[src/rtl/wb_arb_pkg.sv]
// Shared encodings for the two-master Wishbone arbiter: FSM states, grant codes,
// round-robin pointer values and the memory size codes.
package wb_arb_pkg;

  typedef enum logic [1:0] {
    S_IDLE  = 2'd0,
    S_ISSUE = 2'd1,
    S_WAIT  = 2'd2
  } state_e;

  typedef enum logic [1:0] {
    GNT_NONE = 2'd0,
    GNT_M0   = 2'd1,
    GNT_M1   = 2'd2
  } gnt_e;

  localparam logic PTR_M0 = 1'b0;
  localparam logic PTR_M1 = 1'b1;

  // Size codes understood by the unified memory.
  localparam logic [2:0] SEL_BYTE  = 3'b000;
  localparam logic [2:0] SEL_HALF  = 3'b001;
  localparam logic [2:0] SEL_WORD  = 3'b010;
  localparam logic [2:0] SEL_BYTEU = 3'b100;
  localparam logic [2:0] SEL_HALFU = 3'b101;

  function automatic logic sel_is_valid(input logic [2:0] sel);
    return sel inside {SEL_BYTE, SEL_HALF, SEL_WORD, SEL_BYTEU, SEL_HALFU};
  endfunction

endpackage

[src/rtl/wb_arb_pick.sv]
// Combinational winner selection for wb_arbiter2.
// WB_ARB_RR_EN defined: round-robin, ptr_i names the preferred master on a tie.
// WB_ARB_RR_EN undefined: fixed priority, m1 over m0; ptr_i is ignored.
module wb_arb_pick
  import wb_arb_pkg::*;
(
  input  logic req0_i,
  input  logic req1_i,
  input  logic ptr_i,
  output gnt_e win_o
);

`ifdef WB_ARB_RR_EN
  // Tie goes to the pointer's master; a lone requester always wins.
  always_comb begin
    win_o = GNT_NONE;
    if (req0_i && req1_i) begin
      win_o = (ptr_i == PTR_M1) ? GNT_M1 : GNT_M0;
    end else if (req1_i) begin
      win_o = GNT_M1;
    end else if (req0_i) begin
      win_o = GNT_M0;
    end
  end
`else
  logic unused_ptr;
  assign unused_ptr = ptr_i;

  // Fixed priority: m1 wins whenever it requests.
  always_comb begin
    win_o = GNT_NONE;
    if (req1_i) begin
      win_o = GNT_M1;
    end else if (req0_i) begin
      win_o = GNT_M0;
    end
  end
`endif

endmodule

[src/rtl/wb_arbiter2.sv]
// Two-master to one-slave Wishbone (stb/stall/ack) arbiter in front of the unified
// memory. One transaction outstanding; ack and read data go back to its issuer.
// Optional macro WB_ARB_RR_EN selects round-robin instead of fixed m1 > m0 priority.
module wb_arbiter2
  import wb_arb_pkg::*;
#(
  parameter int unsigned AW = 32,
  parameter int unsigned DW = 32
) (
  input  logic          i_clk,
  input  logic          i_reset_n,
  input  logic          i_m0_stb,
  input  logic [AW-1:0] i_m0_addr,
  input  logic [DW-1:0] i_m0_data,
  input  logic          i_m0_we,
  input  logic [2:0]    i_m0_sel,
  input  logic          i_m1_stb,
  input  logic [AW-1:0] i_m1_addr,
  input  logic [DW-1:0] i_m1_data,
  input  logic          i_m1_we,
  input  logic [2:0]    i_m1_sel,
  output logic          o_m0_stall,
  output logic          o_m0_ack,
  output logic [DW-1:0] o_m0_data,
  output logic          o_m1_stall,
  output logic          o_m1_ack,
  output logic [DW-1:0] o_m1_data,
  output logic          o_s_stb,
  output logic [AW-1:0] o_s_addr,
  output logic [DW-1:0] o_s_data,
  output logic          o_s_we,
  output logic [2:0]    o_s_sel,
  input  logic          i_s_stall,
  input  logic          i_s_ack,
  input  logic [DW-1:0] i_s_data,
  output logic          o_busy
);

  state_e state_q, state_d;
  gnt_e   gnt_q, gnt_d;
  gnt_e   win;
  logic   ptr;

  wb_arb_pick u_pick (
    .req0_i (i_m0_stb),
    .req1_i (i_m1_stb),
    .ptr_i  (ptr),
    .win_o  (win)
  );

`ifdef WB_ARB_RR_EN
  logic ptr_q, ptr_d;

  // Pointer moves away from whichever master was just granted.
  always_comb begin
    ptr_d = ptr_q;
    if (state_q == S_IDLE && win != GNT_NONE) begin
      ptr_d = (win == GNT_M0) ? PTR_M1 : PTR_M0;
    end
  end

  // Round-robin pointer register.
  always_ff @(posedge i_clk) begin
    if (!i_reset_n) begin
      ptr_q <= PTR_M0;
    end else begin
      ptr_q <= ptr_d;
    end
  end

  assign ptr = ptr_q;
`else
  assign ptr = PTR_M0;
`endif

  // State and grant registers.
  always_ff @(posedge i_clk) begin
    if (!i_reset_n) begin
      state_q <= S_IDLE;
      gnt_q   <= GNT_NONE;
    end else begin
      state_q <= state_d;
      gnt_q   <= gnt_d;
    end
  end

  // Next-state: grant in IDLE, wait for slave accept, then wait for ack.
  always_comb begin
    state_d = state_q;
    gnt_d   = gnt_q;
    case (state_q)
      S_IDLE: begin
        if (win != GNT_NONE) begin
          gnt_d   = win;
          state_d = S_ISSUE;
        end
      end
      S_ISSUE: begin
        if (!i_s_stall) state_d = S_WAIT;
      end
      S_WAIT: begin
        if (i_s_ack) begin
          state_d = S_IDLE;
          gnt_d   = GNT_NONE;
        end
      end
      default: begin
        state_d = S_IDLE;
        gnt_d   = GNT_NONE;
      end
    endcase
  end

  // Outputs: slave fields only driven in ISSUE; ack forwarded only in WAIT.
  always_comb begin
    o_s_stb    = 1'b0;
    o_s_addr   = '0;
    o_s_data   = '0;
    o_s_we     = 1'b0;
    o_s_sel    = 3'b000;
    o_m0_stall = 1'b1;
    o_m1_stall = 1'b1;
    o_m0_ack   = 1'b0;
    o_m1_ack   = 1'b0;
    o_m0_data  = '0;
    o_m1_data  = '0;
    o_busy     = (state_q != S_IDLE);
    if (state_q == S_ISSUE) begin
      o_s_stb = 1'b1;
      case (gnt_q)
        GNT_M0: begin
          o_s_addr   = i_m0_addr;
          o_s_data   = i_m0_data;
          o_s_we     = i_m0_we;
          o_s_sel    = i_m0_sel;
          o_m0_stall = i_s_stall;
        end
        GNT_M1: begin
          o_s_addr   = i_m1_addr;
          o_s_data   = i_m1_data;
          o_s_we     = i_m1_we;
          o_s_sel    = i_m1_sel;
          o_m1_stall = i_s_stall;
        end
        default: ;
      endcase
    end else if (state_q == S_WAIT && i_s_ack) begin
      case (gnt_q)
        GNT_M0: begin
          o_m0_ack  = 1'b1;
          o_m0_data = i_s_data;
        end
        GNT_M1: begin
          o_m1_ack  = 1'b1;
          o_m1_data = i_s_data;
        end
        default: ;
      endcase
    end
  end

endmodule

[config.mk]
export PLATFORM = sky130hd
export DESIGN_NAME = wb_arbiter2
export DESIGN_NICKNAME = d
export VERILOG_FILES = /design/src/rtl/wb_arb_pkg.sv /design/src/rtl/wb_arb_pick.sv /design/src/rtl/wb_arbiter2.sv
export SDC_FILE = /design/constraint.sdc
export NUM_CORES = 1
export LEC_CHECK = 0
export ABC_AREA = 1
export ABC_CLOCK_PERIOD_IN_PS = 2700
export BUFFER_PORTS_ARGS = -buffer_cell sky130_fd_sc_hd__buf_2
export CAP_MARGIN = 10
export CORE_AREA = 2 2 120 122
export CTS_CLUSTER_DIAMETER = 200
export DETAILED_ROUTE_END_ITERATION = 8
export DIE_AREA = 0 0 122 124
export PLACE_DENSITY = 0.45
export SLEW_MARGIN = 5
export SYNTH_ARGS = -nofsm -noshare
export SYNTH_HDL_FRONTEND = slang
export SYNTH_HIERARCHICAL = 1
export SYNTH_SLANG_ARGS = --single-unit
[constraint.sdc]
create_clock -name i_clk -period 2.7 [get_ports i_clk]
set_input_delay 0.27 -clock i_clk [delete_from_list [all_inputs] [get_ports i_clk]]
set_output_delay 0.27 -clock i_clk [all_outputs]
set_load 0.01 [all_outputs]
==> results.json, run 1 <==
{
  "worst_slew_pin_slew_ns": 0.7205,
  "gp_congestion": 0.7639,
  "irDropWorstVdd_uv": 116.1,
  "drtIter0Drc": 65,
  "core_area_um2": 13720,
  "mostFrequentLayoutCells": "buf_2, nand2_1, nor2_1, a21oi_1, inv_1",
  "grt_pass1_vias": 3029,
  "numCtsBuffers": 3,
  "cts_sinks": 4,
  "worstPathArrival_ns": 2.08,
  "maxSlewViolCount": 0,
  "final.setup.tns_ns": 0,
  "rows": 43,
  "wl_mm": 10.36,
  "clk-insertion-delay-late_ns": 0.22,
  "diodes": 0,
  "drc": 0,
  "status": "finished, final reports clean",
  "postPlaceCellArea_um2": 3395,
  "dp_slack_ns": 0.5818,
  "syn_area_um2": 1712,
  "clkTransAtPathRegs_ns": 0.03,
  "routed-via-count": 3234,
  "cts_root_buf": "clkbuf_16",
  "fmax_mhz": 425.5,
  "cp.required_ns": 2.43,
  "grt_max_degree": 70,
  "final_common_cell": "buf_2",
  "power_mw": 0.6272,
  "grt_usage": 0.1175,
  "hold_buffers": 0,
  "path_max_fanout": 42,
  "cts_tree": "yes",
  "post-cts-setup-buffers": 0,
  "nNetsFinal": 841,
  "r2r_start": "state_q[1]",
  "io_buffers": 311,
  "initial_core_util": 0.1248,
  "die-area_um2": 15130,
  "antenna_found_initial": 0,
  "finClkSkew_ns": 0.001039,
  "syn_avg_cell_area_um2": 4.577,
  "drv_cap": 0,
  "post_cts_resized": 0,
  "hold_viol_final": 0,
  "critPathCaptureType": "primary output",
  "syn_nets": 550,
  "fin_hold_ws_ns": 0.2649,
  "htreeDepth": 1,
  "area_growth_pct": 102.7,
  "ant_nets": 0,
  "finalCritPeriodShare": 0.8705,
  "rsz0062_at_grt": "no",
  "yosysWarnings": 6,
  "period_minus_slack_ns": 2.350,
  "firstDrtPassIters": 4,
  "hold_start": "i_reset_n",
  "relSlewSlack": 0.5197,
  "stdcell_area_um2": 3470,
  "grt_pass1_wl_mm": 14.21,
  "finalNonFillerCells": 843,
  "leakagePower_nw": 2.123,
  "vias_per_cell": 3.836,
  "drive_gt1_frac": 0.5204,
  "overflow": 0,
  "placed_cells": 840,
  "fin_util": 0.2529,
  "startpoint": "gnt_q[0]",
  "fillers": 1626,
  "wl_per_cell_um": 12.28,
  "die_w_um": 122,
  "dp_hpwl_mm": 8.727,
  "setup_viol": 0,
  "ios": 312,
  "setup_ws_ns": 0.3497,
  "hp-class": "in -> reg",
  "cts_buffer_depth": 2,
  "fp.dieH_um": 124,
  "p_per_area_nw_per_um2": 180.8,
  "critPathLaunchType": "register",
  "path_class": "reg -> out",
  "syn_inst": 374
}
-- worst max-delay path, cell delays in order, from the launching register on --
cell,delay [ns]
dfxtp_1,0.35
inv_1,0.06
ha_2,0.26
or2_2,0.57
buf_12,0.29
a21oi_1,0.16
buf_2,0.15
-- final cells by class --
cell class | instances | area (um2) | share of cell area
tap | 180 | 225.2 | 0.06491
clock buffer | 3 | 75.07 | 0.02164
sequential | 4 | 80.08 | 0.02308
timing repair buffer | 317 | 1614 | 0.4652
multi-input combinational | 294 | 1306 | 0.3765
inverter | 45 | 168.9 | 0.04868
-- power by group --
group / internal [mW] / switching [mW]
registers: 0.0643 / 0.00429
clock network: 0.189 / 0.0391
logic: 0.144 / 0.187
-- metal layers --
layer	global-route usage	share of wire	up-vias
met2	0.2357	0.52	186
met4	0.01724	0.0026	0
li1	-	-	1704
met5	0	0	-
met3	0.02885	0.11	2
met1	0.1254	0.37	1342
-- flip-flops by register name, summed over array words and instances, names as in the netlist --
signal	cells
gnt_q	2
state_q	2
-- final timing paths --
kind | slack [ns] | cells after the start | end
min reg2reg | 0.49 | 2 | gnt_q[1]
max | 0.35 | 6 | o_s_sel[1]
max reg2reg | 1.70 | 5 | gnt_q[0]
min | 0.26 | 3 | state_q[1]
Note: power is estimated with default switching activity, not from simulation.
==> inputs of run 2 (changes only) <==
- PLACE_DENSITY: 0.45 -> 0.56
- TNS_END_PERCENT: default -> 30
==> results.json, run 2 (same netlist as run 1, synthesis figures left out) <==
{
  "seqCellArea_um2": 80.08,
  "die_w_um": 122,
  "post-cts-setup-buffers": 0,
  "grt_pass1_wl_mm": 13.80,
  "fmax_mhz": 462.7,
  "hold_viol_final": 0,
  "ant_nets": 0,
  "mostFrequentLayoutCells": "buf_2, nand2_1, nor2_1, a21oi_1, inv_1",
  "wl_per_cell_um": 12.00,
  "dp_hpwl_mm": 8.497,
  "leakagePower_nw": 2.126,
  "setup_viol": 0,
  "core_area_um2": 13720,
  "grt_pass1_vias": 2837,
  "irDropWorstVdd_uv": 135.7,
  "holdPathStages": 3,
  "clkTransAtPathRegs_ns": 0.03,
  "worst_slew_pin_slew_ns": 0.5376,
  "critPathCaptureType": "primary output",
  "path_max_fanout": 38,
  "placed_cells": 842,
  "hp-class": "in -> reg",
  "final_common_cell": "buf_2",
  "finalCritPeriodShare": 0.8005,
  "firstDrtPassIters": 6,
  "htreeDepth": 1,
  "numCtsBuffers": 3,
  "maxSlewViolCount": 0,
  "startpoint": "gnt_q[0]",
  "initial_core_util": 0.1248,
  "diodes": 0,
  "rows": 43,
  "relSlewSlack": 0.6416,
  "cts_buffer_depth": 2,
  "hold_buffers": 0,
  "routed-via-count": 3289,
  "wl_mm": 10.14,
  "overflow": 0,
  "cts_tree": "yes",
  "vias_per_cell": 3.892,
  "drv_cap": 0,
  "clk-insertion-delay-late_ns": 0.22,
  "ios": 312,
  "finalNonFillerCells": 845,
  "cts_root_buf": "clkbuf_16",
  "path_class": "reg -> out",
  "final.setup.tns_ns": 0,
  "fp.dieH_um": 124,
  "gp_congestion": 0.7841,
  "cts_sinks": 4,
  "rsz0062_at_grt": "no",
  "largestRegisters": "gnt_q x2, state_q x2",
  "drc": 0,
  "critPathLaunchType": "register",
  "area_growth_pct": 102.9,
  "period_minus_slack_ns": 2.161,
  "nNetsFinal": 843,
  "multiInputGateArea_um2": 1306,
  "status": "finished, final reports clean",
  "r2r_start": "state_q[1]",
  "finClkSkew_ns": 0.001279,
  "worstPathArrival_ns": 1.89,
  "io_buffers": 311,
  "post_cts_resized": 0,
  "grt_max_degree": 39,
  "reg2reg_depth": 5,
  "grt_usage": 0.1153,
  "die-area_um2": 15130,
  "fillers": 1627,
  "cp.required_ns": 2.43,
  "antenna_found_initial": 0,
  "power_mw": 0.6329,
  "drtIter0Drc": 79,
  "p_per_area_nw_per_um2": 182.3,
  "hold_start": "i_reset_n",
  "drive_gt1_frac": 0.5218
}
==> run 2: cell types whose count changed in the layout (fill, tap and decap cells not counted) <==
cell,before,now
buf_4,5,8
buf_12,1,0
==> run 2: per-layer routing <==
metal	up-vias	track usage	share of wire
met5	-	0	0
met4	0	0.01509	0.0034
met3	2	0.02015	0.094
met2	195	0.2360	0.54
met1	1382	0.1248	0.37
li1	1710	-	-
==> run 2: power breakdown <==
group / internal [mW] / switching, mW / total [mW]
combinational: 0.144 / 0.190 / 0.334
sequential: 0.0643 / 0.00422 / 0.0685
clock: 0.189 / 0.0409 / 0.230
total: 0.398 / 0.235 / 0.633
==> run 2: worst max-delay path, stage by stage, from the launching register on <==
cell	delay [ns]
dfxtp_1	0.35
inv_1	0.06
ha_2	0.26
or2_2	0.30
buf_4	0.30
a21oi_1	0.23
buf_2	0.17
==> run 2: cell type report <==
type | instances | area share
clock buffers | 3 | 0.02162
inverters | 45 | 0.04865
multi-input cells | 294 | 0.3762
flip-flops and latches | 4 | 0.02306
well taps | 180 | 0.06486
repair buffers | 319 | 0.4656
==> run 2: stage by stage <==
step	utilization	setup WS (ns)	instance area (um2)	hold WS, ns
after global routing	0.2531	0.4193	3472	0.2625
after global placement	0.2476	0.7641	3397	0.4693
final	0.2531	0.5388	3472	0.2421
after detailed placement	0.2476	0.7662	3397	0.4713
after floorplan	-	1.037	1712	0.3676
after CTS	0.2531	0.5205	3472	0.2410
==> run 2: worst paths after layout <==
kind	endpoint	slack [ns]
worst max register to register	gnt_q[1]	1.67
worst min register to register	gnt_q[0]	0.49
worst min-delay path	state_q[1]	0.24
worst max-delay path	o_s_sel[2]	0.54
